[src/rtl/i2s_stereo_framer.sv]
// i2s_stereo_framer
// Pairs a left-slot sample with the right-slot sample that follows it to form
// one stereo frame. Frames are buffered in a small first-word-fall-through
// FIFO and offered to the consumer over a valid/ready handshake. The block
// flags channel-ordering errors (one-cycle pulse) and dropped frames (sticky).
// All outputs come straight from registers: the FIFO head is precomputed from
// next-state values, so the visible head never passes through combinational
// logic after the clock edge.

module i2s_stereo_framer #(
  parameter int BITS_PRECISION = 24,
  parameter int FIFO_DEPTH     = 4
) (
  input  logic                          sck,
  input  logic                          rst,
  input  logic [BITS_PRECISION-1:0]     left_data,
  input  logic                          left_en,
  input  logic [BITS_PRECISION-1:0]     right_data,
  input  logic                          right_en,
  output logic [BITS_PRECISION-1:0]     frame_left,
  output logic [BITS_PRECISION-1:0]     frame_right,
  output logic                          frame_valid,
  input  logic                          frame_ready,
  output logic [$clog2(FIFO_DEPTH):0]   fill_level,
  output logic                          overflow,
  output logic                          sync_err
);

  localparam int PTR_W = $clog2(FIFO_DEPTH);
  localparam int CNT_W = PTR_W + 1;

  typedef enum logic [0:0] {
    WAIT_LEFT  = 1'b0,
    WAIT_RIGHT = 1'b1
  } state_t;

  // Pairing state
  state_t                    state_r;
  state_t                    state_s;
  logic [BITS_PRECISION-1:0] hold_r;
  logic [BITS_PRECISION-1:0] hold_s;
  logic                      sync_err_s;
  logic                      push_req_s;

  // Enable edge detection
  logic                      left_en_d_r;
  logic                      right_en_d_r;
  logic                      lstb_s;
  logic                      rstb_s;

  // FIFO storage and bookkeeping
  logic [BITS_PRECISION-1:0] mem_left_r  [FIFO_DEPTH];
  logic [BITS_PRECISION-1:0] mem_right_r [FIFO_DEPTH];
  logic [PTR_W-1:0]          rd_ptr_r;
  logic [PTR_W-1:0]          wr_ptr_r;
  logic [PTR_W-1:0]          rd_ptr_s;
  logic [PTR_W-1:0]          wr_ptr_s;
  logic [CNT_W-1:0]          count_s;
  logic                      pop_s;
  logic                      full_s;
  logic                      push_ok_s;
  logic                      drop_s;
  logic [BITS_PRECISION-1:0] head_left_s;
  logic [BITS_PRECISION-1:0] head_right_s;

  // Rising-edge strobes: a held or stretched enable counts only once
  always_comb begin
    lstb_s = left_en & ~left_en_d_r;
    rstb_s = right_en & ~right_en_d_r;
  end

  // Delayed enables; loaded high in reset so an enable already high at release is ignored
  always_ff @(posedge sck) begin
    if (!rst) begin
      left_en_d_r  <= 1'b1;
      right_en_d_r <= 1'b1;
    end else begin
      left_en_d_r  <= left_en;
      right_en_d_r <= right_en;
    end
  end

  // Pairing FSM next-state: latch left, pair with next right, flag misordering
  always_comb begin
    state_s    = state_r;
    hold_s     = hold_r;
    sync_err_s = 1'b0;
    push_req_s = 1'b0;
    case (state_r)
      WAIT_LEFT: begin
        if (lstb_s && rstb_s) begin
          sync_err_s = 1'b1;
        end else if (lstb_s) begin
          hold_s  = left_data;
          state_s = WAIT_RIGHT;
        end else if (rstb_s) begin
          sync_err_s = 1'b1;
        end else begin
          state_s = WAIT_LEFT;
        end
      end
      WAIT_RIGHT: begin
        if (lstb_s && rstb_s) begin
          sync_err_s = 1'b1;
          state_s    = WAIT_LEFT;
        end else if (rstb_s) begin
          push_req_s = 1'b1;
          state_s    = WAIT_LEFT;
        end else if (lstb_s) begin
          // A second left before any right replaces the held sample
          hold_s     = left_data;
          sync_err_s = 1'b1;
        end else begin
          state_s = WAIT_RIGHT;
        end
      end
      default: begin
        state_s = WAIT_LEFT;
        hold_s  = {BITS_PRECISION{1'b0}};
      end
    endcase
  end

  // Pairing FSM state, held left sample and registered error pulse
  always_ff @(posedge sck) begin
    if (!rst) begin
      state_r  <= WAIT_LEFT;
      hold_r   <= {BITS_PRECISION{1'b0}};
      sync_err <= 1'b0;
    end else begin
      state_r  <= state_s;
      hold_r   <= hold_s;
      sync_err <= sync_err_s;
    end
  end

  // FIFO control: push/pop qualification, pointer and count next values
  always_comb begin
    pop_s     = frame_valid & frame_ready;
    full_s    = (fill_level == CNT_W'(FIFO_DEPTH));
    // A pop in the same cycle frees the slot, so a push into a full FIFO is kept
    push_ok_s = push_req_s & (~full_s | pop_s);
    drop_s    = push_req_s & full_s & ~pop_s;

    if (pop_s) begin
      rd_ptr_s = rd_ptr_r + PTR_W'(1);
    end else begin
      rd_ptr_s = rd_ptr_r;
    end

    if (push_ok_s) begin
      wr_ptr_s = wr_ptr_r + PTR_W'(1);
    end else begin
      wr_ptr_s = wr_ptr_r;
    end

    case ({push_ok_s, pop_s})
      2'b10:   count_s = fill_level + CNT_W'(1);
      2'b01:   count_s = fill_level - CNT_W'(1);
      default: count_s = fill_level;
    endcase
  end

  // Next FIFO head: zero when empty, the incoming frame if it lands at the head slot
  always_comb begin
    if (count_s == {CNT_W{1'b0}}) begin
      head_left_s  = {BITS_PRECISION{1'b0}};
      head_right_s = {BITS_PRECISION{1'b0}};
    end else if (push_ok_s && (wr_ptr_r == rd_ptr_s)) begin
      head_left_s  = hold_r;
      head_right_s = right_data;
    end else begin
      head_left_s  = mem_left_r[rd_ptr_s];
      head_right_s = mem_right_r[rd_ptr_s];
    end
  end

  // FIFO storage write; contents cleared in reset so stale frames never resurface
  always_ff @(posedge sck) begin
    if (!rst) begin
      for (int i = 0; i < FIFO_DEPTH; i++) begin
        mem_left_r[i]  <= {BITS_PRECISION{1'b0}};
        mem_right_r[i] <= {BITS_PRECISION{1'b0}};
      end
    end else if (push_ok_s) begin
      mem_left_r[wr_ptr_r]  <= hold_r;
      mem_right_r[wr_ptr_r] <= right_data;
    end
  end

  // FIFO pointers, fill level, registered head outputs and sticky overflow
  always_ff @(posedge sck) begin
    if (!rst) begin
      rd_ptr_r    <= {PTR_W{1'b0}};
      wr_ptr_r    <= {PTR_W{1'b0}};
      fill_level  <= {CNT_W{1'b0}};
      frame_valid <= 1'b0;
      frame_left  <= {BITS_PRECISION{1'b0}};
      frame_right <= {BITS_PRECISION{1'b0}};
      overflow    <= 1'b0;
    end else begin
      rd_ptr_r    <= rd_ptr_s;
      wr_ptr_r    <= wr_ptr_s;
      fill_level  <= count_s;
      frame_valid <= (count_s != {CNT_W{1'b0}});
      frame_left  <= head_left_s;
      frame_right <= head_right_s;
      overflow    <= overflow | drop_s;
    end
  end

endmodule

[config.mk]
export PLATFORM = sky130hd
export DESIGN_NAME = i2s_stereo_framer
export DESIGN_NICKNAME = d
export VERILOG_FILES = /design/src/rtl/i2s_stereo_framer.sv
export SDC_FILE = /design/constraint.sdc
export NUM_CORES = 1
export LEC_CHECK = 0
export CAP_MARGIN = 0
export CORE_UTILIZATION = 64
export CTS_BUF_LIST = sky130_fd_sc_hd__clkbuf_2
export DETAILED_ROUTE_END_ITERATION = 7
export PLACE_DENSITY = 0.95
export SLEW_MARGIN = 15
export SYNTH_ARGS = -nofsm -noshare
export SYNTH_HDL_FRONTEND = slang
export SYNTH_SLANG_ARGS = --single-unit
[constraint.sdc]
create_clock -name sck -period 10.9 [get_ports sck]
set_clock_uncertainty 0.15 [all_clocks]
set_input_delay 2.18 -clock sck [delete_from_list [all_inputs] [get_ports sck]]
set_output_delay 2.18 -clock sck [all_outputs]
set_load 0.01 [all_outputs]
==> summary.txt <==
Floorplan
  • Number of cell rows: 48
  • IO Pins: 107
  • Die Footprint: between 15000 and 20000 um2
  • Horiz. Die Dim: approximately 140 um
  • Initial core utilization: 0.6622
  • Core Area: roughly 18000 um2
  • Die Y: 136.7 um

Clock tree
  • Setup bufs post-CTS: 0
  • Clock tree from TritonCTS: yes
  • Clock transition at path regs: 0.09 ns
  • Number of hold buffers added after cts: 0
  • Post-CTS resize count: 0
  • Worst-skew pair later-pin latency: between 0.8 and 0.9 ns
  • Number of buffers on the longest clock path: 3
  • TritonCTS buffer count: 68
  • Root buffer selected by CTS: sky130_fd_sc_hd__clkbuf_2
  • Clock Sinks: approximately 280
  • Number of levels in the clock H-tree: 3

STA
  • Worst-margin pin slew: 1.192 ns
  • Post-route setup slack: 5.514 ns
  • Number of failing hold endpoints at the final stage: 0
  • Unrepaired setup endpoints after global routing: no
  • Final setup violating endpoints: 0
  • Setup TNS Final: 0 ns
  • Shortest period the worst path allows: about 5.4 ns
  • Hold_ws: 0.3367 ns
  • Max-slew violation count: 0
  • Tcrit/Tclk final: 0.4941
  • Max Freq: approximately 190 MHz
  • Headroom to the max-slew limit: 0.2052

Detailed routing
  • Vias: between 8000 and 9000
  • Number of violations reported at the end of detailed-routing iteration 0: roughly 810
  • DRC: 0
  • WL per Instance: around 22 um
  • Detail-routed via count per cell: between 6 and 7
  • Detailed-router iteration count before antenna repair: 8
  • Wirelength, routed: a little under 30 mm
  • Count of antenna-violating nets left after detailed routing: 0

Global routing
  • Overflow left after global routing: 0
  • Wire length of the first global-routing pass: ~45 mm
  • Antenna violations before repair: 2
  • Pin count of the biggest net entering global routing: just over 50
  • Via count of the first global-routing pass: 8737
  • Overall track demand over capacity in global routing: 0.3316

Placed design
  • Post-Place Setup Slack: slightly below 5 ns
  • Final GP Congestion: 0.7751
  • Sum of net half-perimeters after detailed placement: between 15 and 20 mm
  • Port-buffer cells: approximately 110

Synthesis
  • Share of the synthesized area in the top cell type: 0.4965
  • Number of storage elements in the synthesis netlist: 277
  • Most area-hungry cell type in the Yosys netlist: sky130_fd_sc_hd__edfxtp_1
  • Synth warnings: 0
  • Post-Syn Nets: roughly 970
  • Distinct cell type count of the synthesized netlist: 41
  • Most area-consuming cells after synthesis: sky130_fd_sc_hd__edfxtp_1 (50%), sky130_fd_sc_hd__dfxtp_1 (15%), sky130_fd_sc_hd__mux4_2 (9.3%)
  • Synth cell count leaders: sky130_fd_sc_hd__edfxtp_1 (192), sky130_fd_sc_hd__nand2_1 (102), sky130_fd_sc_hd__and2_1 (98)
  • EDFF count, synth: roughly 190
  • Proportion of register bits with asynchronous set or reset after synthesis: 0
  • Top FF cell, synth: sky130_fd_sc_hd__edfxtp_1
  • Portion of the post-synthesis area used by sequential elements: 0.6430
  • Area of the mapped netlist: approximately 12000 um2
  • Instance count of the mapped netlist: roughly 900
  • Avg Cell Area, Syn: about 13 um2
  • Count leader, synth: sky130_fd_sc_hd__edfxtp_1

Critical path
  • Maximum fanout along the worst path: 36
  • Top Family by Delay on Critical Path: buffers and inverters
  • Capturing point of the worst reg2reg path: mem_left_r[1][5]$_SDFFCE_PN0P_
  • Worst stage delay on the critical path: 1.08 ns
  • Crit path required time: between 10 and 15 ns
  • Cells on worst reg2reg path: 6
  • Endpoint kind of the worst setup timing path: flip-flop
  • Crit path kind: in2reg
  • Cells traversed along the worst timing path: clkdlybuf4s50_1 > clkinv_1 > nor2_4 > buf_4 > nand2_1 > inv_1 > nand3_1 > a22oi_1
  • CP arrival: 5.95 ns
  • Critical-path cell with the highest stage delay: sky130_fd_sc_hd__clkinv_1
  • Type of origin of the critical path: input port
  • Launching point of the worst reg2reg path: fill_level[2]$_SDFF_PN0_
  • WP buf/inv: 4
  • Setup slack, reg-to-reg: 7.09 ns

Worst hold path
  • Destination of the worst hold path: hold_r[18]$_SDFFE_PN0P_
  • Cell depth of the worst hold path: 2
  • Tightest Hold Check Type: reg2reg
  • Worst Hold Launch: hold_r[18]$_SDFFE_PN0P_

Finish
  • Area taken by flip-flops and latches: 7467 um2
  • Filler cells: 1043
  • Layout cell share with drive strength beyond 1: 0.1730
  • Multi-input logic area: between 3000 and 4000 um2
  • Total Nets Final: roughly 1100
  • Area growth, synth to finish: 15.46%
  • Utilization of the core after routing: 0.7646

Pwr
  • Final Total Pwr: around 0.0023 W
  • Power density normalized to cell area: between 150 and 200 nW/um2
  • Static leakage: slightly above 5 nW
  • Peak VDD IR: 0.00009332 V

Job
  • Reported max-cap violation count: 0

Run status
  • Outcome: finished, final reports clean
state kept, by name, summed over array words and instances, names as in the netlist:
signal        flops
frame_valid       1
mem_left_r       96
fill_level        3
left_en_d_r       1
hold_r           24
sync_err          1
state_r           1
frame_left       24
rd_ptr_r          2
mem_right_r      96
overflow          1
wr_ptr_r          2
frame_right      24
right_en_d_r      1
layout make-up:
type | instances | area share
flip-flops and latches | 277 | 0.5569
diodes | 2 | 0.0003733
clock buffers | 104 | 0.03882
repair buffers | 119 | 0.08669
inverters | 49 | 0.01372
clock inverters | 16 | 0.004573
multi-input cells | 522 | 0.2779
well taps | 225 | 0.02100
power by group:
group          internal, W  switching (W)  total [W]
Clock             0.000251       0.000409   0.000659
Combinational     0.000199       0.000232   0.000431
Sequential         0.00118      0.0000307    0.00121
Total              0.00163       0.000671    0.00230
worst register-to-register path: cells and delay by family, from the launching register on:
kind | cells | cell delay [ns]
and+or+nand+nor | 4 | 2.21
buffers and inverters | 1 | 0.48
DFF | 1 | 0.43
AOI/OAI and AO/OA | 1 | 0.22
cells by family after synthesis:
family	share of synthesized area
muxes	0.09482
buffers and inverters	0.04202
xor gates and xnor gates	0.003448
DFF	0.6430
AOI/OAI and AO/OA	0.07219
and+or+nand+nor	0.1428
adders and majority gates	0.001724
worst max-delay path by stage:
stage | start | end | slack (ns) | cells past startpoint
floorplan | left_en | mem_left_r[0][0]$_SDFFCE_PN0P_ | 5.86 | 6
global placement | frame_ready | mem_left_r[1][4]$_SDFFCE_PN0P_ | 5.03 | 7
detailed placement | rst | frame_right[6]$_SDFF_PP0_ | 4.84 | 8
CTS | rst | frame_right[6]$_SDFF_PP0_ | 5.69 | 8
global route | rst | frame_right[6]$_SDFF_PP0_ | 5.34 | 8
finish | rst | frame_right[6]$_SDFF_PP0_ | 5.51 | 8
cells in the final DEF (no fill, tap or decap), drive strengths merged, types with 2 or more instances in the layout:
master         synthesis  layout
clkdlybuf4s50          0     106
nor3b                  2       2
inv                   48      49
and3b                  2       2
clkinv                 1      16
o21ai                 51      51
xnor2                  2       2
a21oi                 29      29
nand2b                 7       7
clkbuf                44     104
or3                    2       2
dfxtp                 85      85
and3                   4       4
a22oi                 49      49
edfxtp               192     192
nor2                  55      55
nand3b                 2       2
nand3                 51      51
nor2b                  4       4
diode                  0       2
mux4                  48      48
nand2                102     102
and2                  98      98
buf                   26      13
mux2i                  2       2
through the flow:
| stage | instances | instance area, um2 |
|---|---|---|
| after floorplan | 918 | 11610 |
| after global placement | 1191 | 12810 |
| after detailed placement | 1191 | 12810 |
| after CTS | 1311 | 13390 |
| after global routing | 1313 | 13410 |
| final | 1314 | 13410 |
metal layers:
metal  GRT usage  vias to the layer above  share of wire
met2      0.5510                      609           0.51
met1      0.3880                     4050           0.33
met3     0.08519                      115           0.12
met5           0                        -              0
li1            -                     3562              -
met4      0.2025                        0          0.042
No activity file was read; power rests on OpenSTA's default activity.
